File: src/rtl/aq_axi_sdma64_intctrl.sv
// SDMA64 interrupt controller: per-channel edge/level capture into pending bits,
// mask and write-1-to-clear, count/timeout coalescing into one registered IRQ.
module aq_axi_sdma64_intctrl #(
  parameter int CH    = 4,
  parameter int CNT_W = 8,
  parameter int TMO_W = 16
) (
  input  logic             CLK,
  input  logic             RST,
  input  logic [CH-1:0]    INT_IN,
  input  logic [CH-1:0]    MODE,
  input  logic [CH-1:0]    MASK,
  input  logic [CH-1:0]    CLR,
  input  logic [CNT_W-1:0] COAL_CNT,
  input  logic [TMO_W-1:0] COAL_TMO,
  output logic [CH-1:0]    PENDING,
  output logic             IRQ,
  output logic             IRQ_PULSE,
  output logic [CNT_W-1:0] EVT_CNT
);

  localparam int N_W = $clog2(CH + 1);
  localparam int SW  = 33;
  localparam logic [CNT_W-1:0] CNT_MAX = '1;

  typedef enum logic [1:0] {
    ST_IDLE   = 2'd0,
    ST_COAL   = 2'd1,
    ST_ASSERT = 2'd2
  } state_e;

  function automatic logic [N_W-1:0] popcount(input logic [CH-1:0] v);
    logic [N_W-1:0] c;
    c = '0;
    for (int i = 0; i < CH; i++) begin
      c = c + N_W'(v[i]);
    end
    return c;
  endfunction

  state_e           state_q, state_d;
  logic [CH-1:0]    prev_q, prev_d;
  logic [CH-1:0]    pending_q, pending_d;
  logic [CNT_W-1:0] cnt_q, cnt_d;
  logic [TMO_W-1:0] timer_q, timer_d;
  logic             irq_q, irq_d;
  logic             pulse_q, pulse_d;

  logic [CH-1:0]    evt_s;
  logic [CH-1:0]    new_s;
  logic [N_W-1:0]   n_s;
  logic             act_s;
  logic [SW-1:0]    n_ext_s;
  logic [SW-1:0]    thr_s;
  logic [SW-1:0]    sum_s;
  logic [CNT_W-1:0] cnt_sat_s;
  logic [TMO_W-1:0] timer_inc_s;

  // Capture, pending update and the saturating event arithmetic.
  always_comb begin
    evt_s       = INT_IN & (MODE | ~prev_q);
    prev_d      = INT_IN;
    pending_d   = (pending_q & ~CLR) | evt_s;
    new_s       = evt_s & MASK & ~pending_q;
    n_s         = popcount(new_s);
    act_s       = |(pending_q & MASK);
    n_ext_s     = SW'(n_s);
    thr_s       = SW'(COAL_CNT);
    sum_s       = SW'(cnt_q) + n_ext_s;
    cnt_sat_s   = (sum_s > SW'(CNT_MAX)) ? CNT_MAX : sum_s[CNT_W-1:0];
    timer_inc_s = timer_q + TMO_W'(1);
  end

  // Coalescing FSM: next state, window counter, timer and IRQ outputs.
  always_comb begin
    state_d = state_q;
    cnt_d   = cnt_q;
    timer_d = timer_q;
    case (state_q)
      ST_IDLE: begin
        cnt_d   = '0;
        timer_d = '0;
        if ((n_s != '0) && ((thr_s <= 33'd1) || (n_ext_s >= thr_s))) begin
          state_d = ST_ASSERT;
        end else if (n_s != '0) begin
          state_d = ST_COAL;
          cnt_d   = cnt_sat_s;
        end else if (act_s) begin
          state_d = ST_ASSERT;
        end else begin
          state_d = ST_IDLE;
        end
      end
      ST_COAL: begin
        cnt_d   = cnt_sat_s;
        timer_d = timer_inc_s;
        if (SW'(cnt_sat_s) >= thr_s) begin
          state_d = ST_ASSERT;
        end else if ((COAL_TMO != '0) && (timer_inc_s == COAL_TMO)) begin
          state_d = ST_ASSERT;
        end else if (!act_s && (n_s == '0)) begin
          // everything pending was cleared or masked before the window fired
          state_d = ST_IDLE;
          cnt_d   = '0;
          timer_d = '0;
        end else begin
          state_d = ST_COAL;
        end
      end
      ST_ASSERT: begin
        if (!act_s) begin
          state_d = ST_IDLE;
          cnt_d   = '0;
          timer_d = '0;
        end else begin
          state_d = ST_ASSERT;
        end
      end
      default: begin
        state_d = ST_IDLE;
        cnt_d   = '0;
        timer_d = '0;
      end
    endcase
    irq_d   = (state_d == ST_ASSERT);
    pulse_d = (state_d == ST_ASSERT) && (state_q != ST_ASSERT);
  end

  // State register with synchronous reset.
  always_ff @(posedge CLK) begin
    if (RST) begin
      state_q   <= ST_IDLE;
      prev_q    <= '0;
      pending_q <= '0;
      cnt_q     <= '0;
      timer_q   <= '0;
      irq_q     <= 1'b0;
      pulse_q   <= 1'b0;
    end else begin
      state_q   <= state_d;
      prev_q    <= prev_d;
      pending_q <= pending_d;
      cnt_q     <= cnt_d;
      timer_q   <= timer_d;
      irq_q     <= irq_d;
      pulse_q   <= pulse_d;
    end
  end

  assign PENDING   = pending_q;
  assign IRQ       = irq_q;
  assign IRQ_PULSE = pulse_q;
  assign EVT_CNT   = cnt_q;

endmodule

File: config.mk
export PLATFORM = sky130hd
export DESIGN_NAME = aq_axi_sdma64_intctrl
export DESIGN_NICKNAME = d
export VERILOG_FILES = /design/src/rtl/aq_axi_sdma64_intctrl.sv
export SDC_FILE = /design/constraint.sdc
export NUM_CORES = 1
export LEC_CHECK = 0
export BUFFER_PORTS_ARGS = -buffer_cell sky130_fd_sc_hd__buf_4
export CAP_MARGIN = 0
export CORE_ASPECT_RATIO = 1.5
export CORE_MARGIN = 2
export CORE_UTILIZATION = 53
export CTS_CLUSTER_DIAMETER = 100
export DETAILED_ROUTE_END_ITERATION = 8
export PLACE_DENSITY = 0.77
export SLEW_MARGIN = 20
export SYNTH_ARGS = -nofsm -noshare
export SYNTH_HDL_FRONTEND = slang
export SYNTH_SLANG_ARGS = --single-unit
File: constraint.sdc
create_clock -name CLK -period 12.16 [get_ports CLK]
set_input_delay 0.608 -clock CLK [delete_from_list [all_inputs] [get_ports CLK]]
set_output_delay 0.608 -clock CLK [all_outputs]
set_load 0.01 [all_outputs]
[Word level (Yosys, flattened, before mapping)]
Cells that the tools add are included.
Word-level totals
  input bits: 42
  output and inout port bits: 14
  register bits: 36
Cells by class
  reduce and logical (&&, ||, !) cells: 11
  $lt $le $gt $ge: 4
  multiplexer cells: 20
  add/subtract/negate cells: 5
  bitwise gates (word level): 10
  eq/ne operators: 6
Operators by type and width (number)
  two-way mux 16 bit: 4
  two-way mux 8 bit: 7
  case mux 16 bit (2 select lines): 1
  case mux 8 bit (3 select lines): 1
  bitwise AND 4 bit: 5
  adder 16 x 1 -> 16 bit, second input constant: 1
  == test 16 bit: 1
  nonzero test 16 bit: 1
  inverter 4 bit: 3
  two-way mux 2 bit: 5
  adder 8 x 3 -> 9 bit: 1
  > comparator 9 x 8 -> 1 bit, second input constant: 1
  greater-or-equal comparator 3 x 8 -> 1 bit: 1
  greater-or-equal comparator 8 bit: 1
  <= comparator 8 x 1 -> 1 bit, second input constant: 1
  bitwise OR 4 bit: 2
  case mux 2 bit (3 select lines): 1
  == test 2 bit, second input constant: 2
  logical AND 1 bit: 4
  inequality test 2 bit, second input constant: 2
  OR reduction 4 bit: 1
  adder 2 x 1 -> 3 bit: 1
  adder 3 x 1 -> 3 bit: 1
  zero test 3 bit: 1
  7 further kinds: 7

[Logic depth before layout (Yosys ltp)]
Gate-level depths: netlist of the first run.
  depth after elaboration: 16
  mapped depth: 22
  mapped depth without buffers: 21

[Worst setup path before layout of the first run]
OpenSTA, ideal clock, no wires.
  path type: input-to-reg
  start point: in INT_IN[1]
  end point: reg timer_q[3]
  stages on the path: 20
  required time: 12.040 ns
  slack: 7.100 ns
  arrival: 4.940 ns
  cell sequence: o21ai_0 -> nor3b_1 -> fa_1 -> ha_1 -> ha_1 -> fa_1 -> a21oi_1 -> a311oi_1 -> and3_1 -> a31oi_1 -> ha_1 -> nand2b_1 -> a21o_1 -> a21o_1 -> a21oi_1 -> o21ai_0 -> a221oi_4 -> buf_4 -> nor4_1 -> a211o_1
Between the ends
  cells in the longest elaborated chain, start to end: 12
  elaborated cells between the ends (all ways): 16
RTL lines
  start: declaration: line 10  | input logic [CH-1:0] INT_IN,
  bitwise AND 4 bit *: line 61  | evt_s = INT_IN & (MODE | ~prev_q);
  bitwise AND 4 bit * (2 in a row): line 64  | new_s = evt_s & MASK & ~pending_q;
  adder 1 x 1 -> 2 bit *: line 36  | c = c + N_W'(v[i]);
  adder 2 x 1 -> 3 bit *: line 36
  adder 3 x 1 -> 3 bit *: line 36
  adder 8 x 3 -> 9 bit / zero test 3 bit (equally long branches): line 69, 101
  > comparator 9 x 8 -> 1 bit / logical AND 1 bit (equally long branches): line 70, 101
  two-way mux 8 bit / two-way mux 16 bit (equally long branches): line 70, 101
  greater-or-equal comparator 8 bit / two-way mux 16 bit (equally long branches): line 97, 99
  two-way mux 16 bit *: line 97  | if (SW'(cnt_sat_s) >= thr_s) begin
  case mux 16 bit (2 select lines) *: line 79  | case (state_q)
  end signal: assignment: line 144  | timer_q <= timer_d;
  end: declaration: line 45  | logic [TMO_W-1:0] timer_q, timer_d;
Mark *: on every way between the ends. The rest lies on a longest branch, timed or not.
A chain may end at the register's enable or synchronous reset.

[Worst setup path after layout of the first run]
  start point: in INT_IN[0]
  end point: reg cnt_q[3] (netlist: EVT_CNT[3])
Between the ends
  cells in the longest elaborated chain, start to end: 13
  elaborated cells between the ends (all ways): 22
RTL lines
  bitwise AND 4 bit *: line 61
  bitwise AND 4 bit * (2 in a row): line 64
  adder 1 x 1 -> 2 bit *: line 36
  adder 2 x 1 -> 3 bit *: line 36
  adder 3 x 1 -> 3 bit *: line 36
  parallel branches: the longest is 6 deep, another holds adder 8 x 3 -> 9 bit
  case mux 8 bit (3 select lines) *: line 79
  end signal: assignment: line 143  | cnt_q <= cnt_d;
  end: declaration: line 44  | logic [CNT_W-1:0] cnt_q, cnt_d;
Mark *: on every way between the ends.

==> results of run 1 <==
kinds of logic after synthesis:
logic type	synth area share, %
muxes	0.7555
DFF	25.60
xor gates and xnor gates	8.089
adders and majority gates	8.533
and+or+nand+nor	29.51
AOI/OAI and AO/OA	20.98
buffers and inverters	6.533
how the worst max path moves through the flow:
stage / start / end / slack (ns) / cells past startpoint
2_1_floorplan: INT_IN[1] / timer_q[3] / 7.10 / 20
3_3_place_gp: MODE[0] / EVT_CNT[1] / 5.98 / 20
3_5_place_dp: INT_IN[0] / EVT_CNT[3] / 5.79 / 20
4_1_cts: INT_IN[0] / EVT_CNT[3] / 6.08 / 20
5_1_grt: INT_IN[0] / EVT_CNT[3] / 5.73 / 20
6_report: INT_IN[0] / EVT_CNT[3] / 6.09 / 20
worst max-delay path, stage by stage:
cell	delay, ns
buf_4	0.08
o21ai_0	0.11
nor3b_1	0.31
fa_1	0.50
ha_1	0.24
ha_1	0.35
fa_1	0.46
a21oi_1	0.17
a311oi_1	0.08
and3_1	0.26
a31oi_1	0.30
ha_1	0.30
nand2b_1	0.14
a21o_1	0.18
a21o_1	0.17
a21oi_1	0.13
o21ai_0	0.18
a221oi_4	0.86
nand2_1	0.42
a32o_1	0.38
cells in the mapped netlist (2+ instances only):
cell type	count
nor2b_1	7
nor4_2	2
nor4_1	17
nand3_1	12
dfxtp_1	36
nand4_1	6
a221o_1	2
buf_2	6
o31ai_1	2
o22ai_1	2
or3_1	2
ha_1	16
nor3_2	2
o31a_1	2
nor4b_1	2
and3_1	5
nor2_1	10
nand2_1	26
o21ai_0	11
nor3b_1	5
fa_1	2
a21oi_1	19
a22o_1	3
nand2b_1	14
clkbuf_1	9
a211o_1	8
or2_2	2
xnor2_1	20
and2_1	5
a211oi_1	2
a32o_1	7
a31oi_1	2
xor2_1	6
a21o_1	5
buf_4	5
inv_1	19
nor3_1	10
state kept, by name (all words and copies together) (netlist names):
register,cells
prev_q,4
EVT_CNT,8
state_q,2
IRQ,1
IRQ_PULSE,1
PENDING,4
timer_q,16
layout by cell type (no fill, tap or decap), types with 7 or more instances in the layout:
master,Yosys,layout
inv_1,19,19
nand3_1,12,12
nor4_1,17,17
dfxtp_1,36,36
nand2_1,26,26
a211o_1,8,8
buf_4,5,56
nor2b_1,7,7
a21oi_1,19,19
a32o_1,7,7
nand2b_1,14,14
ha_1,16,16
xnor2_1,20,20
nor2_1,10,10
nor3_1,10,10
o21ai_0,11,11
report_power, final:
| group | internal, mW | total, mW | switching, mW | leakage, nW |
|---|---|---|---|---|
| registers | 0.124 | 0.131 | 0.00707 | 0.293 |
| clock network | 0.0461 | 0.0899 | 0.0439 | 0.0445 |
| logic | 0.0368 | 0.0824 | 0.0456 | 1.06 |
| total | 0.207 | 0.304 | 0.0966 | 1.40 |
through the flow:
| step | power [mW] | setup WS, ns | instance area [µm²] | cells |
|---|---|---|---|---|
| final | 0.3037 | 6.092 | 3308 | 447 |
| after global routing | 0.3201 | 5.733 | 3308 | 447 |
| after CTS | 0.3064 | 6.085 | 3308 | 447 |
| after detailed placement | 0.2162 | 5.788 | 3214 | 439 |
| after global placement | 0.2136 | 5.982 | 3214 | 439 |
| after floorplan | 0.1855 | 7.100 | 2815 | 336 |
area by class of cell:
class	instances	area, µm²	area share (%)
multi-input combinational	260	1917	57.94
sequential	36	720.7	21.79
timing repair buffer	56	420.4	12.71
clock buffer	7	86.33	2.610
tap	68	85.08	2.572
inverter	19	71.32	2.156
clock inverter	1	7.507	0.2269
metal layers:
metal / vias up / routed length [µm] / share of wire (%) / GRT usage (%)
met5: - / 0 / 0 / 0
met2: 63 / 3684 / 54 / 44.74
met1: 1263 / 2591 / 38 / 25.51
li1: 1333 / - / - / -
met3: 17 / 275 / 4.0 / 3.369
met4: 0 / 239 / 3.5 / 11.41
==> flow_metrics.env, run 1 <==
export IMPL_wire_per_inst_um=15.19
export IMPL_drt_iter0_drc=143
export IMPL_drive_above_1_share_pct=21.11
export IMPL_regToRegEndpoint="EVT_CNT[3]"
export IMPL_groute_usage_overall_pct=23.76
export IMPL_critPathKind="in2reg"
export IMPL_grt_overflow=0
export IMPL_cp_end_kind="flop"
export IMPL_cts_buffers=5
export IMPL_min_to="PENDING[0]"
export IMPL_grt_pass1_vias=2570
export IMPL_cts_tree="done"
export IMPL_clk_latency_ns=0.29
export IMPL_ios=56
export IMPL_cap_violations=0
export IMPL_maxSlewViolCount=0
export IMPL_yosys_register_bits=36
export IMPL_portBuffers=55
export IMPL_vdd_drop_max_uv=55.42
export IMPL_whs_ns=0.5192
export IMPL_via_per_inst=5.987
export IMPL_rsz0062_at_grt="no"
export IMPL_dieWidth_um=63.51
export IMPL_netlist_instances=336
export IMPL_rrSetupSlack_ns=6.13
export IMPL_yosysTopAreaCell="dfxtp_1"
export IMPL_coreArea_um2=5125
export IMPL_syn_to_final_growth_pct=17.51
export IMPL_fillers=487
export IMPL_clkTransAtPathRegs_ns=0.08
export IMPL_cts_sinks=36
export IMPL_fp_dieH_um=93.26
export IMPL_powerDensity_nw_per_um2=91.79
export IMPL_synth_edf_count=0
export IMPL_hpwl_um=5388
export IMPL_fmax_mhz=164.8
export IMPL_hold_buffers=0
export IMPL_synth_top_area_share_pct=25.60
export IMPL_synthFlopType="dfxtp_1"
export IMPL_clock_tree_buffer_depth=2
export IMPL_finalHoldViolations=0
export IMPL_tns_ns=0
export IMPL_min_period_ns=6.068
export IMPL_cts_setup_buffers=0
export IMPL_syn_area_um2=2815
export IMPL_htree_levels=2
export IMPL_cp_start_kind="primary input"
export IMPL_hp_start="PENDING[0]"
export IMPL_critPathRequiredTime_ns=12.34
export IMPL_slew_limit_headroom_pct=37.28
export IMPL_worst_slew_pin_slew_ns=0.9408
export IMPL_r2r_cells=20
export IMPL_initial_core_util_pct=54.93
export IMPL_vias=2676
export IMPL_rows=32
export IMPL_grt_max_degree=25
export IMPL_synth_warnings=0
export IMPL_hold_depth=2
export IMPL_skew_ns=0.01150
export IMPL_synth_area_per_cell_um2=8.379
export IMPL_hold_path_class="reg2reg"
export IMPL_grt_pass1_wl_um=11270
export IMPL_layout_worst_path_cycle_share_pct=49.90
export IMPL_synth_area_leaders="dfxtp_1 26%, ha_1 7.1%, xnor2_1 6.2%"
export IMPL_ant_nets=0
export IMPL_nets=438
export IMPL_drc=0
export IMPL_async_flop_share_pct=0
export IMPL_synth_cell_types=62
export IMPL_synth_net_count=396
export IMPL_fin_util_pct=64.55
export IMPL_firstDrtPassIters=4
export IMPL_status="finished clean"
export IMPL_drt_total_wl_um=6791
export IMPL_clockRootBuffer="clkbuf_8"
export IMPL_cts_resized=0
export IMPL_gp_congestion=0.9418
export IMPL_crit_arrival_ns=6.24
export IMPL_path_max_fanout=23
export IMPL_reg2reg_from="prev_q[0]"
export IMPL_p_leak_nw=1.402
export IMPL_antenna_found_initial=0
export IMPL_antenna_cells=0
export IMPL_yosysSeqAreaShare_pct=25.60
export IMPL_fp_dieArea_um2=5922
export IMPL_setup_viol=0
(Power assumes the default switching activity.)
==> run 2: changes to the inputs <==
Settings changed: CORE_UTILIZATION 53 to 50, PLACE_DENSITY 0.77 to 0.76.
Clock period 12.16 ns to 5.3 ns, I/O delays scaled along.
==> flow_metrics.env, run 2 (synthesized netlist as in run 1, its figures left out) <==
export IMPL_wire_per_inst_um=15.31
export IMPL_routed_top_layer="met4"
export IMPL_crit_family="compound AO/OA/AOI/OAI gates"
export IMPL_place_inst=442
export IMPL_final_common_cell="buf_4"
export IMPL_p_clk_share_pct=32.8
export IMPL_regToRegEndpoint="timer_q[10]"
export IMPL_cts_sinks=36
export IMPL_critPathRequiredTime_ns=5.48
export IMPL_firstDrtPassIters=4
export IMPL_rrSetupSlack_ns=0.27
export IMPL_switchingPower_mw=0.2311
export IMPL_groute_usage_overall_pct=22.65
export IMPL_r2r_cells=21
export IMPL_final_cell_mix="56 x buf_4, 36 x dfxtp_1, 25 x nand2_1"
export IMPL_cp_start_kind="flop"
export IMPL_cp_buffers_inverters=2
export IMPL_ant_nets=0
export IMPL_grt_pass1_vias=2511
export IMPL_setup_viol=0
export IMPL_via_per_inst=5.971
export IMPL_met3_length_um=252
export IMPL_finalHoldViolations=0
export IMPL_p_leak_nw=1.427
export IMPL_cp_common_cell="ha_1"
export IMPL_largest_reg_flops=16
export IMPL_fin_util_pct=62.12
export IMPL_largest_register="timer_q"
export IMPL_grt_pass1_wl_um=11250
export IMPL_initial_core_util_pct=51.65
export IMPL_tns_ns=0
export IMPL_status="finished clean"
export IMPL_slew_limit_headroom_pct=40.92
export IMPL_dieWidth_um=65.27
export IMPL_clockRootBuffer="clkbuf_8"
export IMPL_worst_slew_pin_slew_ns=0.8839
export IMPL_gp_congestion=0.8933
export IMPL_cap_violations=0
export IMPL_internal_power_mw=0.5168
export IMPL_hold_buffers=0
export IMPL_whs_ns=0.1925
export IMPL_reg2reg_from="prev_q[1]"
export IMPL_critPathKind="reg2reg"
export IMPL_antenna_cells=0
export IMPL_sw_frac_of_total_pct=30.90
export IMPL_ios=56
export IMPL_fmax_mhz=198.9
export IMPL_clkTransAtPathRegs_ns=0.08
export IMPL_powerDensity_nw_per_um2=220.9
export IMPL_coreArea_um2=5450
export IMPL_vdd_drop_max_uv=166.7
export IMPL_slowest_delay_ns=0.49
export IMPL_p_comb_share_pct=26.9
export IMPL_min_period_ns=5.026
export IMPL_fp_dieArea_um2=6259
export IMPL_wl_met1_um=2797
export IMPL_cts_setup_buffers=0
export IMPL_skew_ns=0.007802
export IMPL_maxSlewViolCount=0
export IMPL_wl_met2_um=3630
export IMPL_drive_above_1_share_pct=23.95
export IMPL_syn_to_final_growth_pct=20.27
export IMPL_layout_worst_path_cycle_share_pct=94.84
export IMPL_clk_latency_ns=0.30
export IMPL_htree_levels=2
export IMPL_drt_iter0_drc=180
export IMPL_grt_overflow=0
export IMPL_clock_tree_buffer_depth=2
export IMPL_cp_end_kind="flop"
export IMPL_antenna_found_initial=0
export IMPL_path_depth=21
export IMPL_portBuffers=55
export IMPL_crit_arrival_ns=5.21
export IMPL_critical_path_endpoint="timer_q[10]"
export IMPL_crit_slowest_cell="fa_1"
export IMPL_startpoint="prev_q[1]"
export IMPL_vias=2687
export IMPL_rows=33
export IMPL_stdcell_count=450
export IMPL_drt_total_wl_um=6889
export IMPL_pwr_share_seq_pct=40.4
export IMPL_drc=0
export IMPL_cts_buffers=5
export IMPL_totalPowerFinal_mw=0.7479
export IMPL_cts_tree="done"
export IMPL_path_max_fanout=21
export IMPL_fp_dieH_um=95.90
export IMPL_hold_path_class="in2reg"
export IMPL_nets=439
export IMPL_hpwl_um=5275
export IMPL_grt_max_degree=24
export IMPL_worstPathCellList="inv_1 -> o21ai_1 -> nor3b_2 -> fa_1 -> ha_1 -> ha_1 -> fa_2 -> a21oi_1 -> a311oi_2 -> and3_2 -> a31oi_2 -> ha_1 -> nand2b_1 -> a21o_1 -> a21o_1 -> a21oi_1 -> o21ai_1 -> a221oi_4 -> buf_12 -> nor3_1 -> a211o_1"
-- run 2: stage by stage --
step,worst slack [ns],area [µm²]
floorplan,0.5275,2815
global placement,0.05385,3237
detailed placement,-0.02714,3237
CTS,0.02302,3351
global route,-0.03842,3386
finish,0.2735,3386
-- run 2: layer usage --
metal	track usage, %	up-vias
li1	-	1323
met1	26.18	1277
met2	41.16	69
met3	2.924	18
met4	10.07	0
met5	0	-
-- run 2: power groups by stage --
stage	logic (mW)	registers, mW	clock network, mW
floorplan	0.120	0.305	0
global placement	0.191	0.307	0
detailed placement	0.194	0.307	0
CTS	0.197	0.301	0.249
global route	0.220	0.304	0.261
finish	0.201	0.302	0.245
-- run 2: timing repair --
item / in CTS / in global routing
pin swaps: 0 / 1
resized for setup: 1 / 12
endpoints found under the setup margin: 7 / 24
endpoints found under the hold margin: 0 / 0
-- run 2: final cells by class --
class,instances,area (µm²)
inverters,19,71.32
clock inverters,3,42.54
flip-flops and latches,36,720.7
clock buffers,5,68.82
fillers,495,2064
multi-input cells,260,1954
well taps,70,87.58
repair buffers,57,440.4
-- run 2: how the worst min path moves through the flow --
stage	cells after the start	from	slack (ns)	to
4_1_cts	2	INT_IN[0]	0.18	prev_q[0]
3_5_place_dp	2	INT_IN[3]	0.50	prev_q[3]
3_3_place_gp	2	INT_IN[3]	0.49	prev_q[3]
5_1_grt	2	INT_IN[0]	0.19	prev_q[0]
2_1_floorplan	1	RST	0.34	prev_q[0]
6_report	2	INT_IN[2]	0.19	prev_q[2]
==> run 3: changes to the inputs <==
Settings changed: REMOVE_ABC_BUFFERS set to 1.
==> flow_metrics.env, run 3 (synthesized netlist as in run 1, its figures left out) <==
export IMPL_status="finished clean"
export IMPL_p_leak_nw=1.454
export IMPL_drc=0
export IMPL_design_area_um2=3430
export IMPL_crit_arrival_ns=5.20
export IMPL_grt_use_met3_pct=3.275
export IMPL_cts_sinks=36
export IMPL_slew_limit_headroom_pct=41.64
export IMPL_largest_register="timer_q"
export IMPL_fp_dieArea_um2=6259
export IMPL_clockRootBuffer="clkbuf_8"
export IMPL_cts_buffers=5
export IMPL_drt_total_wl_um=6998
export IMPL_hold_path_class="in2reg"
export IMPL_setup_viol=0
export IMPL_grt_util_met1_pct=23.95
export IMPL_pre_cts_slack_ns=-0.07164
export IMPL_grt_busiest_layer="met2"
export IMPL_gp_congestion=0.8713
export IMPL_firstDrtPassIters=4
export IMPL_cp_end_kind="flop"
export IMPL_critPathRequiredTime_ns=5.48
export IMPL_cts_tree="done"
export IMPL_min_period_ns=5.020
export IMPL_p_clk_share_pct=31.8
export IMPL_coreArea_um2=5450
export IMPL_hpwl_um=5315
export IMPL_clk_latency_ns=0.29
export IMPL_rows=33
export IMPL_final_common_cell="buf_4"
export IMPL_rrSetupSlack_ns=0.28
export IMPL_grt_pass1_wl_um=11150
export IMPL_vias=2721
export IMPL_p_comb_share_pct=28.6
export IMPL_switchingPower_mw=0.2324
export IMPL_drt_iter0_drc=149
export IMPL_fp_dieH_um=95.90
export IMPL_htree_levels=2
export IMPL_fin_util_pct=62.92
export IMPL_place_inst=442
export IMPL_whs_ns=0.1947
export IMPL_ant_nets=0
export IMPL_antenna_cells=0
export IMPL_via_per_inst=5.993
export IMPL_initial_core_util_pct=51.65
export IMPL_pwr_share_seq_pct=39.6
export IMPL_drive_above_1_share_pct=24.48
export IMPL_met2_usage_pct=42.52
export IMPL_largest_reg_flops=16
export IMPL_cp_start_kind="flop"
export IMPL_syn_to_final_growth_pct=21.82
export IMPL_nets=443
export IMPL_worst_slew_pin_slew_ns=0.8731
export IMPL_vdd_drop_max_uv=156.6
export IMPL_setup_ws_ns=0.2800
export IMPL_stdcell_count=454
export IMPL_critPathKind="reg2reg"
export IMPL_cap_violations=0
export IMPL_internal_power_mw=0.5291
export IMPL_wire_per_inst_um=15.41
export IMPL_grt_overflow=0
export IMPL_skew_ns=0.005076
export IMPL_clock_tree_buffer_depth=2
export IMPL_path_max_fanout=5
export IMPL_groute_usage_overall_pct=22.58
export IMPL_antenna_found_initial=0
export IMPL_fmax_mhz=199.2
export IMPL_ios=56
export IMPL_portBuffers=55
export IMPL_maxSlewViolCount=0
export IMPL_grt_max_degree=24
export IMPL_layout_worst_path_cycle_share_pct=94.72
export IMPL_post_dp_cell_area_um2=3237
export IMPL_clkTransAtPathRegs_ns=0.08
export IMPL_finalHoldViolations=0
export IMPL_powerDensity_nw_per_um2=222.0
export IMPL_final_cell_mix="59 x buf_4, 36 x dfxtp_1, 25 x nand2_1"
export IMPL_grt_pass1_vias=2618
export IMPL_dieWidth_um=65.27
export IMPL_sw_frac_of_total_pct=30.52
-- run 3: worst paths after layout --
check | from | end | cells after the start
setup / recovery | prev_q[3] | timer_q[8] | 21
hold / removal | INT_IN[0] | prev_q[0] | 2
setup reg to reg | prev_q[3] | timer_q[8] | 21
hold reg to reg | PENDING[2] | PENDING[2] | 2
-- run 3: through the flow --
stage,TNS (ns),power (mW)
CTS,0,0.7465
global placement,0,0.4984
finish,0,0.7615
floorplan,0,0.4162
global route,-0.5628,0.7986
detailed placement,-0.4374,0.5018
-- run 3: layout make-up --
cell class / count / area, µm²
fill: 494 / 2021
multi-input combinational: 260 / 1954
sequential: 36 / 720.7
timing repair buffer: 61 / 488.0
tap: 70 / 87.58
clock buffer: 6 / 72.57
inverter: 19 / 71.32
clock inverter: 2 / 35.03
-- run 3: critical path: stages, from the launching register on --
cell and delay, ns:
dfxtp_1 0.30, inv_1 0.05, o21ai_1 0.09, nor3b_2 0.25, fa_1 0.45, ha_1 0.22, ha_1 0.34, fa_2 0.42
a21oi_2 0.16, a311oi_2 0.07, and3_2 0.28, a31oi_2 0.23, ha_1 0.26, nand2b_1 0.14, a21o_1 0.18, a21o_1 0.18
a21oi_1 0.18, o21ai_1 0.13, a221oi_4 0.35, buf_4 0.19, nor2_1 0.10, a221o_1 0.35
-- run 3: power groups by stage --
stage / clock, mW / combinational, mW / sequential [mW]
floorplan: 0 / 0.109 / 0.307
global placement: 0 / 0.191 / 0.307
detailed placement: 0 / 0.195 / 0.307
CTS: 0.248 / 0.198 / 0.301
global route: 0.255 / 0.240 / 0.304
finish: 0.242 / 0.217 / 0.302
-- run 3: timing repair --
action / in CTS / in global routing
resized for setup: 3 / 10
pin swaps: 0 / 3
endpoints found under the setup margin: 8 / 24
hold buffers: 0 / 0
setup buffers: 0 / 3
gates cloned: 0 / 1
-- run 3: layer usage --
metal | vias to the layer above | wire length [µm]
met4 | 0 | 289
met2 | 100 | 3756
met3 | 27 | 348
met5 | - | 0
li1 | 1335 | -
met1 | 1259 | 2604
